==> config.mk <==
export PLATFORM = sky130hd
export DESIGN_NAME = dft_engine_mmio_flat
export DESIGN_NICKNAME = d
export VERILOG_FILES = /design/src/rtl/dft_engine_mmio_if.sv /design/src/rtl/dft_engine_mmio.sv /design/src/flat_wrapper.sv
export SDC_FILE = /design/constraint.sdc
export NUM_CORES = 1
export LEC_CHECK = 0
export ABC_AREA = 1
export CORE_UTILIZATION = 40
export CTS_BUF_LIST = sky130_fd_sc_hd__clkbuf_2
export DETAILED_ROUTE_END_ITERATION = 16
export GPL_ROUTABILITY_DRIVEN = 0
export HOLD_SLACK_MARGIN = 0.1
export RECOVER_POWER = 50
export SLEW_MARGIN = 15
export SYNTH_ARGS = -nofsm -noshare
export SYNTH_HDL_FRONTEND = slang
export SYNTH_SLANG_ARGS = --single-unit
==> constraint.sdc <==
create_clock -name clk -period 12.35 [get_ports clk]
set_input_delay 3.705 -clock clk [delete_from_list [all_inputs] [get_ports clk]]
set_output_delay 3.705 -clock clk [all_outputs]
set_load 0.1 [all_outputs]
==> src/rtl/dft_engine_mmio_if.sv <==
// ---------------------------------------------------------------------------
// dft_engine_mmio_if
//   Byte-wide processor bus used to reach the DFT coprocessor.
//   master : processor side (drives strobe, address and write data)
//   slave  : coprocessor side (returns combinational read data)
// Signals
//   memwrite   write strobe, sampled on the rising clock edge
//   adr        bus address
//   writedata  write data
//   memdata    read data, combinational from adr
// ---------------------------------------------------------------------------
interface dft_engine_mmio_if #(
    parameter int ADDR_W = 8,
    parameter int WIDTH  = 8
);
    logic              memwrite;
    logic [ADDR_W-1:0] adr;
    logic [WIDTH-1:0]  writedata;
    logic [WIDTH-1:0]  memdata;

    modport master (output memwrite, adr, writedata, input  memdata);
    modport slave  (input  memwrite, adr, writedata, output memdata);
endinterface

==> src/rtl/dft_engine_mmio.sv <==
// ---------------------------------------------------------------------------
// dft_engine_mmio
//   Memory-mapped N-point real-input DFT coprocessor. Software loads N signed
//   samples, sets START, polls DONE and reads normalised Re/Im bins back.
//   A single MAC computes one (k,n) term per cycle; each bin ends with a
//   STORE cycle, so a frame takes N*(N+1) cycles.
// Ports
//   clk    rising-edge clock
//   reset  synchronous, active-high
//   bus    dft_engine_mmio_if.slave (memwrite, adr, writedata, memdata)
//   irq    done & ie, registered level (only with DFT_ENGINE_IRQ_EN)
// Address map (relative to BASE_ADDR, i = sample/bin index)
//   sel 00 : write X[i] / read Re[i]
//   sel 01 : read Im[i]
//   sel 10, i=0 : CTRL write {ie,clr,start} / STATUS read {ie,overrun,done,busy}
// Configuration
//   DFT_ENGINE_IRQ_EN : adds the irq port and makes CTRL bit2 (IE) storable.
// ---------------------------------------------------------------------------
module dft_engine_mmio #(
    parameter int                WIDTH     = 8,
    parameter int                LOG2N     = 3,
    parameter int                ADDR_W    = 8,
    parameter logic [ADDR_W-1:0] BASE_ADDR = 8'hE0
) (
    input  logic             clk,
    input  logic             reset,
    dft_engine_mmio_if.slave bus
`ifdef DFT_ENGINE_IRQ_EN
    ,
    output logic             irq
`endif
);
    localparam int N     = 1 << LOG2N;
    localparam int ACC_W = WIDTH + 8 + LOG2N;
    localparam int SHIFT = 6 + LOG2N;

    typedef logic signed [WIDTH-1:0] sample_t;
    typedef logic signed [ACC_W-1:0] acc_t;
    typedef enum logic [1:0] {ST_IDLE, ST_MAC, ST_STORE} state_t;

    localparam acc_t SAT_MAX = (acc_t'(1) <<< (WIDTH - 1)) - acc_t'(1);
    localparam acc_t SAT_MIN = -(acc_t'(1) <<< (WIDTH - 1));
    localparam logic [LOG2N-1:0] LAST = LOG2N'(N - 1);

    // Twiddle tables, scale 64, indexed by eighths of a turn.
    function automatic logic signed [7:0] cos_lut(input logic [2:0] t);
        case (t)
            3'd0:    cos_lut = 8'sd64;
            3'd1:    cos_lut = 8'sd45;
            3'd2:    cos_lut = 8'sd0;
            3'd3:    cos_lut = -8'sd45;
            3'd4:    cos_lut = -8'sd64;
            3'd5:    cos_lut = -8'sd45;
            3'd6:    cos_lut = 8'sd0;
            default: cos_lut = 8'sd45;
        endcase
    endfunction

    function automatic logic signed [7:0] sin_lut(input logic [2:0] t);
        case (t)
            3'd0:    sin_lut = 8'sd0;
            3'd1:    sin_lut = 8'sd45;
            3'd2:    sin_lut = 8'sd64;
            3'd3:    sin_lut = 8'sd45;
            3'd4:    sin_lut = 8'sd0;
            3'd5:    sin_lut = -8'sd45;
            3'd6:    sin_lut = -8'sd64;
            default: sin_lut = -8'sd45;
        endcase
    endfunction

    // Normalise (floor via arithmetic shift) then clamp to the sample range.
    function automatic sample_t sat(input acc_t a);
        acc_t s;
        s = a >>> SHIFT;
        if (s > SAT_MAX)      sat = sample_t'(SAT_MAX);
        else if (s < SAT_MIN) sat = sample_t'(SAT_MIN);
        else                  sat = sample_t'(s);
    endfunction

    // ---------------- state ----------------
    state_t           state_q;
    sample_t          sample_q [N];
    sample_t          work_q   [N];
    sample_t          re_q     [N];
    sample_t          im_q     [N];
    logic [LOG2N-1:0] k_q, n_q, p_q;
    acc_t             acc_re_q, acc_im_q;
    logic             done_q, overrun_q, ie_q;
    logic             done_d, overrun_d, ie_d;

    // ---------------- bus decode ----------------
    logic             hit, busy;
    logic [1:0]       sel;
    logic [LOG2N-1:0] idx;
    logic             wr_sample, wr_ctrl, start_req, clr_req;

    assign hit       = bus.adr[ADDR_W-1:LOG2N+2] == BASE_ADDR[ADDR_W-1:LOG2N+2];
    assign sel       = bus.adr[LOG2N+1:LOG2N];
    assign idx       = bus.adr[LOG2N-1:0];
    assign busy      = (state_q != ST_IDLE);
    assign wr_sample = bus.memwrite && hit && (sel == 2'b00);
    assign wr_ctrl   = bus.memwrite && hit && (sel == 2'b10) && (idx == '0);
    assign start_req = wr_ctrl && bus.writedata[0];
    assign clr_req   = wr_ctrl && bus.writedata[1];

    // ---------------- MAC datapath ----------------
    logic [2:0] t_idx;
    acc_t       x_ext, cos_ext, sin_ext, prod_re, prod_im;

    // Phase lives in units of 1/N turn; scale it to the 8-entry table.
    assign t_idx   = 3'(p_q) << (3 - LOG2N);
    assign x_ext   = acc_t'(work_q[n_q]);
    assign cos_ext = acc_t'(cos_lut(t_idx));
    assign sin_ext = acc_t'(sin_lut(t_idx));
    assign prod_re = x_ext * cos_ext;
    assign prod_im = x_ext * sin_ext;

    // ---------------- status flags ----------------
    // NOTE: every output of this always_comb is given a default first so no
    // path leaves a value unassigned, which would otherwise infer a latch.
    always_comb begin
        done_d    = done_q;
        overrun_d = overrun_q;
        ie_d      = ie_q;
        if (state_q == ST_STORE && k_q == LAST) done_d = 1'b1;
        // CLR is applied before START so a combined write clears then starts.
        if (clr_req) begin
            done_d    = 1'b0;
            overrun_d = 1'b0;
        end
        if (start_req) begin
            if (busy) overrun_d = 1'b1;
            else      done_d    = 1'b0;
        end
`ifdef DFT_ENGINE_IRQ_EN
        if (wr_ctrl) ie_d = bus.writedata[2];
`else
        ie_d = 1'b0;
`endif
    end

    // ---------------- FSM and registers ----------------
    // NOTE: all state here uses non-blocking assignments so every register
    // samples the pre-edge values, independent of statement order.
    always_ff @(posedge clk) begin
        if (reset) begin
            state_q   <= ST_IDLE;
            k_q       <= '0;
            n_q       <= '0;
            p_q       <= '0;
            acc_re_q  <= '0;
            acc_im_q  <= '0;
            done_q    <= 1'b0;
            overrun_q <= 1'b0;
            ie_q      <= 1'b0;
            // NOTE: the register arrays are cleared on reset because software
            // may read results or start a frame without reloading samples.
            for (int i = 0; i < N; i++) begin
                sample_q[i] <= '0;
                work_q[i]   <= '0;
                re_q[i]     <= '0;
                im_q[i]     <= '0;
            end
        end else begin
            done_q    <= done_d;
            overrun_q <= overrun_d;
            ie_q      <= ie_d;

            if (wr_sample) sample_q[idx] <= bus.writedata;

            case (state_q)
                ST_IDLE: begin
                    if (start_req) begin
                        // Snapshot the samples so later bus writes only
                        // affect the next frame.
                        work_q   <= sample_q;
                        state_q  <= ST_MAC;
                        k_q      <= '0;
                        n_q      <= '0;
                        p_q      <= '0;
                        acc_re_q <= '0;
                        acc_im_q <= '0;
                    end
                end
                ST_MAC: begin
                    acc_re_q <= acc_re_q + prod_re;
                    acc_im_q <= acc_im_q - prod_im;
                    n_q      <= n_q + 1'b1;
                    p_q      <= p_q + k_q;   // wraps mod N by width
                    if (n_q == LAST) state_q <= ST_STORE;
                end
                ST_STORE: begin
                    re_q[k_q] <= sat(acc_re_q);
                    im_q[k_q] <= sat(acc_im_q);
                    acc_re_q  <= '0;
                    acc_im_q  <= '0;
                    n_q       <= '0;
                    p_q       <= '0;
                    if (k_q == LAST) begin
                        k_q     <= '0;
                        state_q <= ST_IDLE;
                    end else begin
                        k_q     <= k_q + 1'b1;
                        state_q <= ST_MAC;
                    end
                end
                default: state_q <= ST_IDLE;
            endcase
        end
    end

`ifdef DFT_ENGINE_IRQ_EN
    logic irq_q;
    always_ff @(posedge clk) begin
        if (reset) irq_q <= 1'b0;
        else       irq_q <= done_d & ie_d;
    end
    assign irq = irq_q;
`endif

    // ---------------- read mux ----------------
    always_comb begin
        bus.memdata = '0;
        if (hit) begin
            case (sel)
                2'b00:   bus.memdata = re_q[idx];
                2'b01:   bus.memdata = im_q[idx];
                2'b10:   if (idx == '0) bus.memdata = WIDTH'({ie_q, overrun_q, done_q, busy});
                default: bus.memdata = '0;
            endcase
        end
    end
endmodule

==> src/flat_wrapper.sv <==
// flat-port wrapper written by rule: the top's interface ports become plain ports
module dft_engine_mmio_flat 
#(
    parameter int                WIDTH     = 8,
    parameter int                LOG2N     = 3,
    parameter int                ADDR_W    = 8,
    parameter logic [ADDR_W-1:0] BASE_ADDR = 8'hE0
)
  (clk, reset, bus_memwrite, bus_adr, bus_writedata, bus_memdata);
  dft_engine_mmio_if #(.ADDR_W(ADDR_W), .WIDTH(WIDTH)) bus_i ();
  input  logic clk;
  input  logic reset;
  input wire logic [$bits(bus_i.memwrite)-1:0] bus_memwrite;
  input wire logic [$bits(bus_i.adr)-1:0] bus_adr;
  input wire logic [$bits(bus_i.writedata)-1:0] bus_writedata;
  output wire logic [$bits(bus_i.memdata)-1:0] bus_memdata;
  assign bus_i.memwrite = bus_memwrite;
  assign bus_i.adr = bus_adr;
  assign bus_i.writedata = bus_writedata;
  assign bus_memdata = bus_i.memdata;
  dft_engine_mmio #(.WIDTH(WIDTH), .LOG2N(LOG2N), .ADDR_W(ADDR_W), .BASE_ADDR(BASE_ADDR)) u_core (.clk(clk), .reset(reset), .bus(bus_i));
endmodule
-- After elaboration in Yosys (flattened, before gate mapping)
Memories as Yosys holds them, arrays and structs flattened.
Index checks and enable logic that the tools add are counted.
- flip-flop bits (word level): 179
- bits in writable memories: 128
- input bits: 19
- output and inout port bits: 8
- logic and storage cells: 131
- memories kept: 2
- $add $sub $neg: 5
- multipliers: 2
- $lt $le $gt $ge: 7
- equality and inequality tests: 15
- multiplexer cells: 49
- bitwise operators: 2
- reductions and logical operators: 25
- memories (name ; depth ; bits a word ; read ports ; clocked after Yosys merged registers in ; write ports ; RTL line ; text):
    u_core.im_q ; 8 ; 8 ; 1 ; 0 ; 8 ; dft_engine_mmio.sv:86 ; sample_t im_q [N];
    u_core.re_q ; 8 ; 8 ; 1 ; 0 ; 8 ; dft_engine_mmio.sv:85 ; sample_t re_q [N];
- operator list (cell ; number):
    19-bit case mux with 3 select lines ; 2
    8-bit two-way mux ; 14
    64-bit bitwise mux ; 1
    8-bit case mux with 4 select lines ; 2
    8-bit by 8-bit multiplier with 16-bit output ; 2
    8-bit binary-select mux with 3-bit select ; 1
    8-bit demux with 3-bit select ; 1
    8-bit case mux with 3 select lines ; 1
    10-bit by 8-bit > comparator with 1-bit output, second input constant ; 2
    10-bit by 8-bit < comparator with 1-bit output, second input constant ; 2
    19-bit by 16-bit adder with 19-bit output ; 1
    19-bit two-way mux ; 1
    19-bit by 16-bit subtractor with 19-bit output ; 1
    3-bit equality test, second input constant ; 6
    3-bit case mux with 3 select lines ; 2
    8-bit OR reduction ; 2
    1-bit two-way mux ; 15
    3-bit two-way mux ; 5
    4-bit greater-or-equal comparator, second input constant ; 2
    1-bit logical AND ; 8
    3-bit NOT with 4-bit output ; 2
    2-bit AND reduction ; 4
    2-bit OR reduction ; 4
    3-bit by 1-bit adder with 3-bit output, second input constant ; 2
    14 further kinds ; 22

-- Depth between registers and ports, before layout
- depth after elaboration: 8
- gate-level depth with buffers: 34
- depth with buffers taken out: 32

-- Worst setup path after synthesis
No wires, ideal clock.
- kind: input to output
- from: input port bus_adr[2]
- to: output port bus_memdata[3]
- data arrival time: 6118 ps
- required time: 8645 ps
- path slack: 2527 ps
- cell stages on the path: 7
- path buffers: 2
- path through: nor3_2 buf_2 buf_2 nand2_1 nand4_1 nand2_1 a21oi_1
- longest elaborated chain between the ends: 3
- elaborated cells on any way between the ends: 4
- classes of those cells: mux: 2; memory: 2
- ends and longest elaborated chain (item ; RTL line ; text):
    start, declared ; flat_wrapper.sv:14 ; input wire logic [$bits(bus_i.adr)-1:0] bus_adr;
    memory read 8 x 8 bit (on tied branches) ; -- ;
    8-bit case mux with 3 select lines * ; dft_engine_mmio.sv:226 ; case (sel)
    8-bit two-way mux * ; dft_engine_mmio.sv:225 ; if (hit) begin
    end, declared ; flat_wrapper.sv:16 ; output wire logic [$bits(bus_i.memdata)-1:0] bus_memdata;
Every way passes the cells marked *; elsewhere a longest branch is shown, timed or not.

-- Worst setup path after layout
- from: input port bus_adr[2]
- to: output port bus_memdata[7]
Same word-level chain as after synthesis.

==> results.md <==
* Status: complete, but fails checks
* Failing checks: max-capacitance violations, max-slew violations
* Vias post-DR at 15600
* Max stage delay cell, worst path: clkdlybuf4s50_1
* Mapped cell area at around 20000 um2
* Chip width at 224 um
* WL/cell at between 15 and 20 um
* Fin. Hold Viols at 0
* Reg2reg setup slack at ~5.2 ns
* Post-CTS setup buffer count at 0
* RSZ-0062 raised after global routing: no
* Initial core utilization at 40.8%
* Cell area after layout at around 21000 um2
* Worst-path clk slew at ~0.08 ns
* Crit path depth at 10
* Initial antenna violation count at 1
* Most Frequent Cell on Critical Path: nand2_1
* Synth top area cells: edfxtp_1 20%, dfxtp_1 18%, fa_1 15%
* Worst Path Buf+Inv at 3
* Final wirelength at between 50 and 60 mm
* Site row count at 80
* Tmin final at 10.91 ns
* CTS tree: yes
* Fraction of layout cells with a size suffix above 1 at 7.82%
* Post-cts hold buffer count at 0
* Leakage at just under 10 nW
* Max-cap violation count at 6
* Placement Setup Slack at 1.47 ns
* CP Capture Type: output pin
* Largest net degree at the start of global routing at between 90 and 100
* CP delay by family, top: buffers and inverters
* Synth top area share at 19.6%
* Final WS setup at 1.44 ns
* Syn nets at between 2000 and 3000
* Total GRT Usage at 21.5%
* First-pass GRT wire length at about 84 mm
* Placed Instance Area at around 20000 um2
* P per Cell Area at approximately 100 nW/um2
* Period utilization at 88.3%
* Max IR drop VDD at around 47 uV
* Ys Warns at 0
* CTS buffer count at slightly above 80
* #FFs+latches synth at around 310
* Slew @ Worst Pin at approximately 3.1 ns
* Drt first pass iters at 5
* Cells after synthesis at between 2000 and 2500
* Final Slew Violations at 240
* DR vias/cell at around 5.1
* Dpl hpwl at about 36 mm
* CTS resizes at 0
* HP Class: flop to flop
* CP Launch Type: input port
* TNS Setup at 0 ns
* Seq/Total Area, Yosys at 37.8%
* Post-route ant nets at 0
* Final setup violation count at 0
* Clock Skew at ~0.093 ns
* Layout Nets at between 2000 and 3000
* Max Root-Sink Buffers at 3
* Skew-Pair Late Insertion Delay at 1.00 ns
* Gr ovfl total at 0
* Area leader, netlist: edfxtp_1
* Die Height at around 220 um
* Crit path cell chain: clkdlybuf4s50_1 -> nand3_1 -> inv_1 -> nand2_1 -> nand2_1 -> a221oi_1 -> nand4_1 -> nand2_1 -> a21oi_1 -> clkdlybuf4s50_1
* WP data arrival at 7.20 ns
* Peak Freq at slightly above 0.09 GHz
* Worst r2r path cells at 26
* Sink Count at 307
* DIE AREA at roughly 50000 um2
* Worst Hold Path Cells at 2
* Core ar. at just under 50000 um2
* Worst path max stage delay at ~1.2 ns
* Minimum hold slack at 0.458 ns
* IO Pins at 27
* H-tree levels at 3
* WS Path Type: input port to output pin
* Final core utilization at between 40% and 50%
* Layout area overhead at 7.29%
* Syn Area/Cell at 8.37 um2
* Vias in the first global route at ~16000
* CP Data Required Time at around 8.6 ns
* Count of input and output buffers at 26
* Slew headroom at -109%
* Iteration-0 DRC Markers at roughly 1300
* Clock root cell: clkbuf_2
* Synth unique cells at 48
* Post-route DRC at 0
* CP Max Fanout at 25
[flip-flops by register name (all words and copies together), names as in the netlist]
name,cells
u_core.p_q,3
u_core.re_q,64
u_core.n_q,3
u_core.sample_q,64
u_core.k_q,3
u_core.acc_im_q,19
u_core.state_q,2
u_core.im_q,64
u_core.acc_re_q,19
u_core.done_q,1
u_core.overrun_q,1
u_core.work_q,64
[Yosys cell counts (all sizes together)]
cell type,count
inv,464
nand2,411
a21oi,236
nor2,200
dfxtp,179
o21ai,150
fa,149
edfxtp,128
nand3,124
ha,92
clkbuf,52
buf,42
a22oi,25
a221oi,13
nand4,12
a22o,10
nor3,10
xnor2,8
xor2,7
o31ai,6
clkinv,4
or2,4
a21o,3
a31oi,3
o21a,3
o21bai,3
nor4,2
a211oi,1
a21boi,1
a41o,1
a41oi,1
conb,1
nand3b,1
[kinds of logic after synthesis]
group                      Yosys count  synth area share, %
and+or+nand+nor                    764                 16.2
AOI/OAI and AO/OA                  456                 12.8
buffers and inverters              562                 11.5
adders and majority gates          241                 21.1
xor gates and xnor gates            15                0.669
DFF                                307                 37.8
other                                1               0.0191
[through the flow]
stage | cells | total power, mW
after floorplan | 2346 | 1.29
after global placement | 2910 | 1.37
after detailed placement | 2910 | 1.37
after CTS | 3056 | 2.12
after global routing | 3057 | 2.21
final | 3057 | 2.10
[routing by layer]
metal | wire length (um) | share of wire (%) | track usage (%)
met5 | 0 | 0 | 0
met3 | 3420 | 6.6 | 4.14
met1 | 22700 | 44 | 27.8
met2 | 24200 | 46 | 34.8
met4 | 1790 | 3.4 | 9.70
[power breakdown]
| group | internal [mW] | switching, mW |
|---|---|---|
| combinational | 0.0728 | 0.194 |
| clock | 0.299 | 0.444 |
| sequential | 1.08 | 0.0116 |
[worst paths after layout]
check / start / end
min: u_core.work_q[51]$_SDFFE_PP0P_ / u_core.work_q[51]$_SDFFE_PP0P_
max: bus_adr[2] / bus_memdata[7]
max reg2reg: u_core.n_q[1]$_SDFFE_PP0P_ / u_core.acc_im_q[17]$_SDFFE_PP0P_
min reg2reg: u_core.work_q[51]$_SDFFE_PP0P_ / u_core.work_q[51]$_SDFFE_PP0P_
[cell usage in the layout, fill, tap and decap left out, types with 4 or more instances in the layout]
cell,netlist,final
inv_1,453,453
nand2_1,397,397
a21oi_1,236,236
nor2_1,196,196
dfxtp_1,179,179
fa_1,149,149
o21ai_0,132,132
clkbuf_2,6,129
edfxtp_1,128,128
nand3_1,118,118
ha_1,92,92
a22oi_1,25,25
clkdlybuf4s50_1,0,25
o21ai_1,16,16
clkinv_1,4,15
nand2_2,13,13
a221oi_1,13,13
nand4_1,12,12
a22o_1,10,10
buf_4,2,10
inv_2,9,9
xnor2_1,8,8
clkbuf_1,46,8
xor2_1,7,7
nor3_1,7,7
o31ai_1,6,6
nand3_2,6,6
nor2_2,4,4
or2_2,4,4
[area by class of cell]
class / count / area (um2)
inverters: 468 / 1760
flip-flops and latches: 307 / 7430
multi-input cells: 1477 / 9980
fillers: 4810 / 27000
repair buffers: 43 / 355
clock inverters: 17 / 115
well taps: 615 / 769
diodes: 1 / 2.50
clock buffers: 129 / 646
[worst reg2reg max path: stages, from the launching register on]
cell and delay, ns:
dfxtp_1 0.31, buf_4 0.21, inv_2 0.33, a21oi_1 0.08, o21ai_0 0.09, nand3_1 0.19, o21ai_2 0.21, inv_1 0.22
nor2_1 0.50, inv_1 0.38, fa_1 0.76, fa_1 0.49, fa_1 0.46, fa_1 0.51, inv_1 0.05, fa_1 0.47
inv_1 0.04, ha_1 0.35, nand2_1 0.13, nor3_1 0.17, inv_1 0.08, nor3_1 0.19, nand2_1 0.08, o21ai_0 0.31
a21oi_1 0.10, o21ai_0 0.14, a21oi_1 0.09
(Power assumes the default switching activity.)
==> RTL change: new RTL, config.mk and constraints unchanged <==
Re-encode `state_t` (3 states) as one-hot, 3 bits wide.
--- a/src/rtl/dft_engine_mmio.sv
+++ b/src/rtl/dft_engine_mmio.sv
@@ -37,5 +37,5 @@
     typedef logic signed [WIDTH-1:0] sample_t;
     typedef logic signed [ACC_W-1:0] acc_t;
-    typedef enum logic [1:0] {ST_IDLE, ST_MAC, ST_STORE} state_t;
+    typedef enum logic [2:0] {ST_IDLE = 3'b001, ST_MAC = 3'b010, ST_STORE = 3'b100} state_t;
 
     localparam acc_t SAT_MAX = (acc_t'(1) <<< (WIDTH - 1)) - acc_t'(1);
Function: same outputs for any inputs over 4 cycles, from zero or initial values and one cycle with reset high; so few cycles prove little.
==> RTL change against the unedited design <==
- the run still ends with max-capacitance violations, max-slew violations left
- setup slack got worse by 0.14 ns
- register-to-register slack worse by 0.17 ns
- area after synthesis fell by 0.46%
- cell area decreased by 0.36%
- combinational power decreased by 3%
- sequential share of layout area rose by 0.22 points
- wire length increased by 1.8%
- non-clock buffer count is 5 higher
- sequential cell count up 1
- global-route usage rose by 0.63 points
- clock skew decreased by 0.016 ns
- sequential power about the same
- total power down 1.5%
- first-iteration DRC count is 6.4% higher
==> RTL change: results (changes against the unedited design) <==
* Largest cells by area after synthesis: sky130_fd_sc_hd__edfxtp_1, sky130_fd_sc_hd__dfxtp_1, sky130_fd_sc_hd__fa_1, sky130_fd_sc_hd__inv_1, sky130_fd_sc_hd__nand2_1 (unchanged)
- Antenna violations before repair: 1 (unchanged)
- The first-pass GRT wire length is 85700 um (was 83900 um).
* Unique cell type count in the Yosys netlist: 50 (was 48)
- TritonCTS buffer count: 82 (was 83)
- The kind of cell with the highest combined delay on the critical path was buffers and inverters (unchanged).
- The headroom to the max-slew limit is -158% (was -109%).
- Worst reg-to-reg path cell count: 24 (was 26)
- Commonest cells post-synth: sky130_fd_sc_hd__inv_1, sky130_fd_sc_hd__nand2_1, sky130_fd_sc_hd__nor2_1 (was sky130_fd_sc_hd__inv_1, sky130_fd_sc_hd__nand2_1, sky130_fd_sc_hd__a21oi_1)
- The total global-route track usage was 22.1% (was 21.5%).
* Number of filler cells placed in the layout: 4805 (was 4810)
- Result of the run: finished with violations (unchanged).
- Half-perimeter wire length after detailed placement: 37300 um (was 36400 um)
- The vias per cell was 5.16 (was 5.10).
- The average detailed-routed wire length per instance was 17.4 um (was 17.0 um).
- Clk_skew: 0.0771 ns (was 0.0935 ns)
- The leakage power figure was 9.69 nW (was 9.82 nW).
* Vias in the first global route: 16.0k (was 15.8k)
- The synthesized net count is 2604 (was 2606).
* Resized cells post-CTS: 0 (unchanged)
- Internal power summed over all cells: 1.44 mW (was 1.45 mW)
- 1st-iter DRT viols: 1423 (was 1338)
- Data arrival time of the worst path: 7.35 ns (was 7.20 ns)
- The number of max-capacitance violations reported came to 2 (was 6).
- The count of port buffers added during placement was 26 (unchanged).
- The worst vdd rail ir drop is 0.0553 mV (was 0.0473 mV).
- Failing checks: max-capacitance violations, max-slew violations (unchanged)
- Max-slew violation count: 154 (was 240)
* Post-synthesis sequential area ratio: 38.1% (was 37.8%)
- The fraction of final layout cells with drive strength greater than 1 was 6.97% (was 7.82%).
* Detailed-routing iteration count for the pre-antenna-repair pass: 6 (was 5)
- CP Max Fanout: 25 (unchanged)
==> RTL change: cell count changes in the layout (fill, tap and decap cells not counted), sizes merged, moves of 7 or more <==
cell / unedited run / this run
a21oi: 236 / 204
a22oi: 25 / 17
nor3: 10 / 17
nand2: 411 / 402
o22ai: 0 / 12
nor2: 200 / 230
==> RTL change: cell type report <==
| class | instances | area share (%) |
|---|---|---|
| multi-input cells | 1481 | 47.2 |
| inverters | 464 | 8.30 |
| clock buffers | 126 | 3.01 |
| diodes | 2 | 0.0239 |
| repair buffers | 48 | 1.82 |
| well taps | 615 | 3.67 |
| clock inverters | 13 | 0.441 |
| flip-flops and latches | 308 | 35.5 |
==> RTL change: worst register-to-register path: cells and delay by family, from the launching register on <==
family	cells	cell delay, ns
buffers and inverters	6	1.32
adders and majority gates	6	3.09
AOI/OAI and AO/OA	7	0.82
and+or+nand+nor	5	1.31
DFF	1	0.60
==> RTL change: final timing paths <==
check,from,end,slack [ns]
worst max register to register,u_core.n_q[1]$_SDFFE_PP0P_,u_core.acc_im_q[18]$_SDFFE_PP0P_,5.04
worst min register to register,u_core.work_q[47]$_SDFFE_PP0P_,u_core.work_q[47]$_SDFFE_PP0P_,0.45
worst max-delay path,bus_adr[2],bus_memdata[5],1.30
worst min-delay path,u_core.work_q[47]$_SDFFE_PP0P_,u_core.work_q[47]$_SDFFE_PP0P_,0.45
==> RTL change: logic make-up (layout without fill, tap and decap cells) <==
kind of cell	count (synthesis)	in the layout	synth area share, %
AND/OR/NAND/NOR	802	802	17.0
buffers and inverters	555	651	11.3
AO/OA/AOI/OAI	422	422	11.8
flip-flops	308	308	38.1
adder cells (fa/ha/maj)	241	241	21.2
XOR/XNOR	15	15	0.672
other	1	3	0.0192
==> RTL change: through the flow <==
step                cells  instance area, um2  hold slack [ns]  setup slack [ns]
floorplan            2344               19500            0.425              2.33
global placement     2916               20300            0.434              1.45
detailed placement   2916               20300            0.441              1.40
CTS                  3055               21000            0.454              1.39
global route         3056               21000            0.475              1.16
finish               3057               21000            0.453              1.30
==> RTL change: per-layer routing <==
metal	track usage [%]	vias up	share of wire, %
met5	0	-	0
met4	8.36	0	2.9
met3	3.71	104	6.4
met2	37.0	539	48
met1	28.6	7530	42
li1	-	7593	-
==> RTL change: power groups by stage <==
stage	sequential [mW]	clock [mW]	combinational (mW)
after floorplan	1.10	0	0.185
after global placement	1.11	0	0.252
after detailed placement	1.11	0	0.257
after CTS	1.09	0.739	0.259
after global routing	1.09	0.795	0.294
final	1.09	0.719	0.259
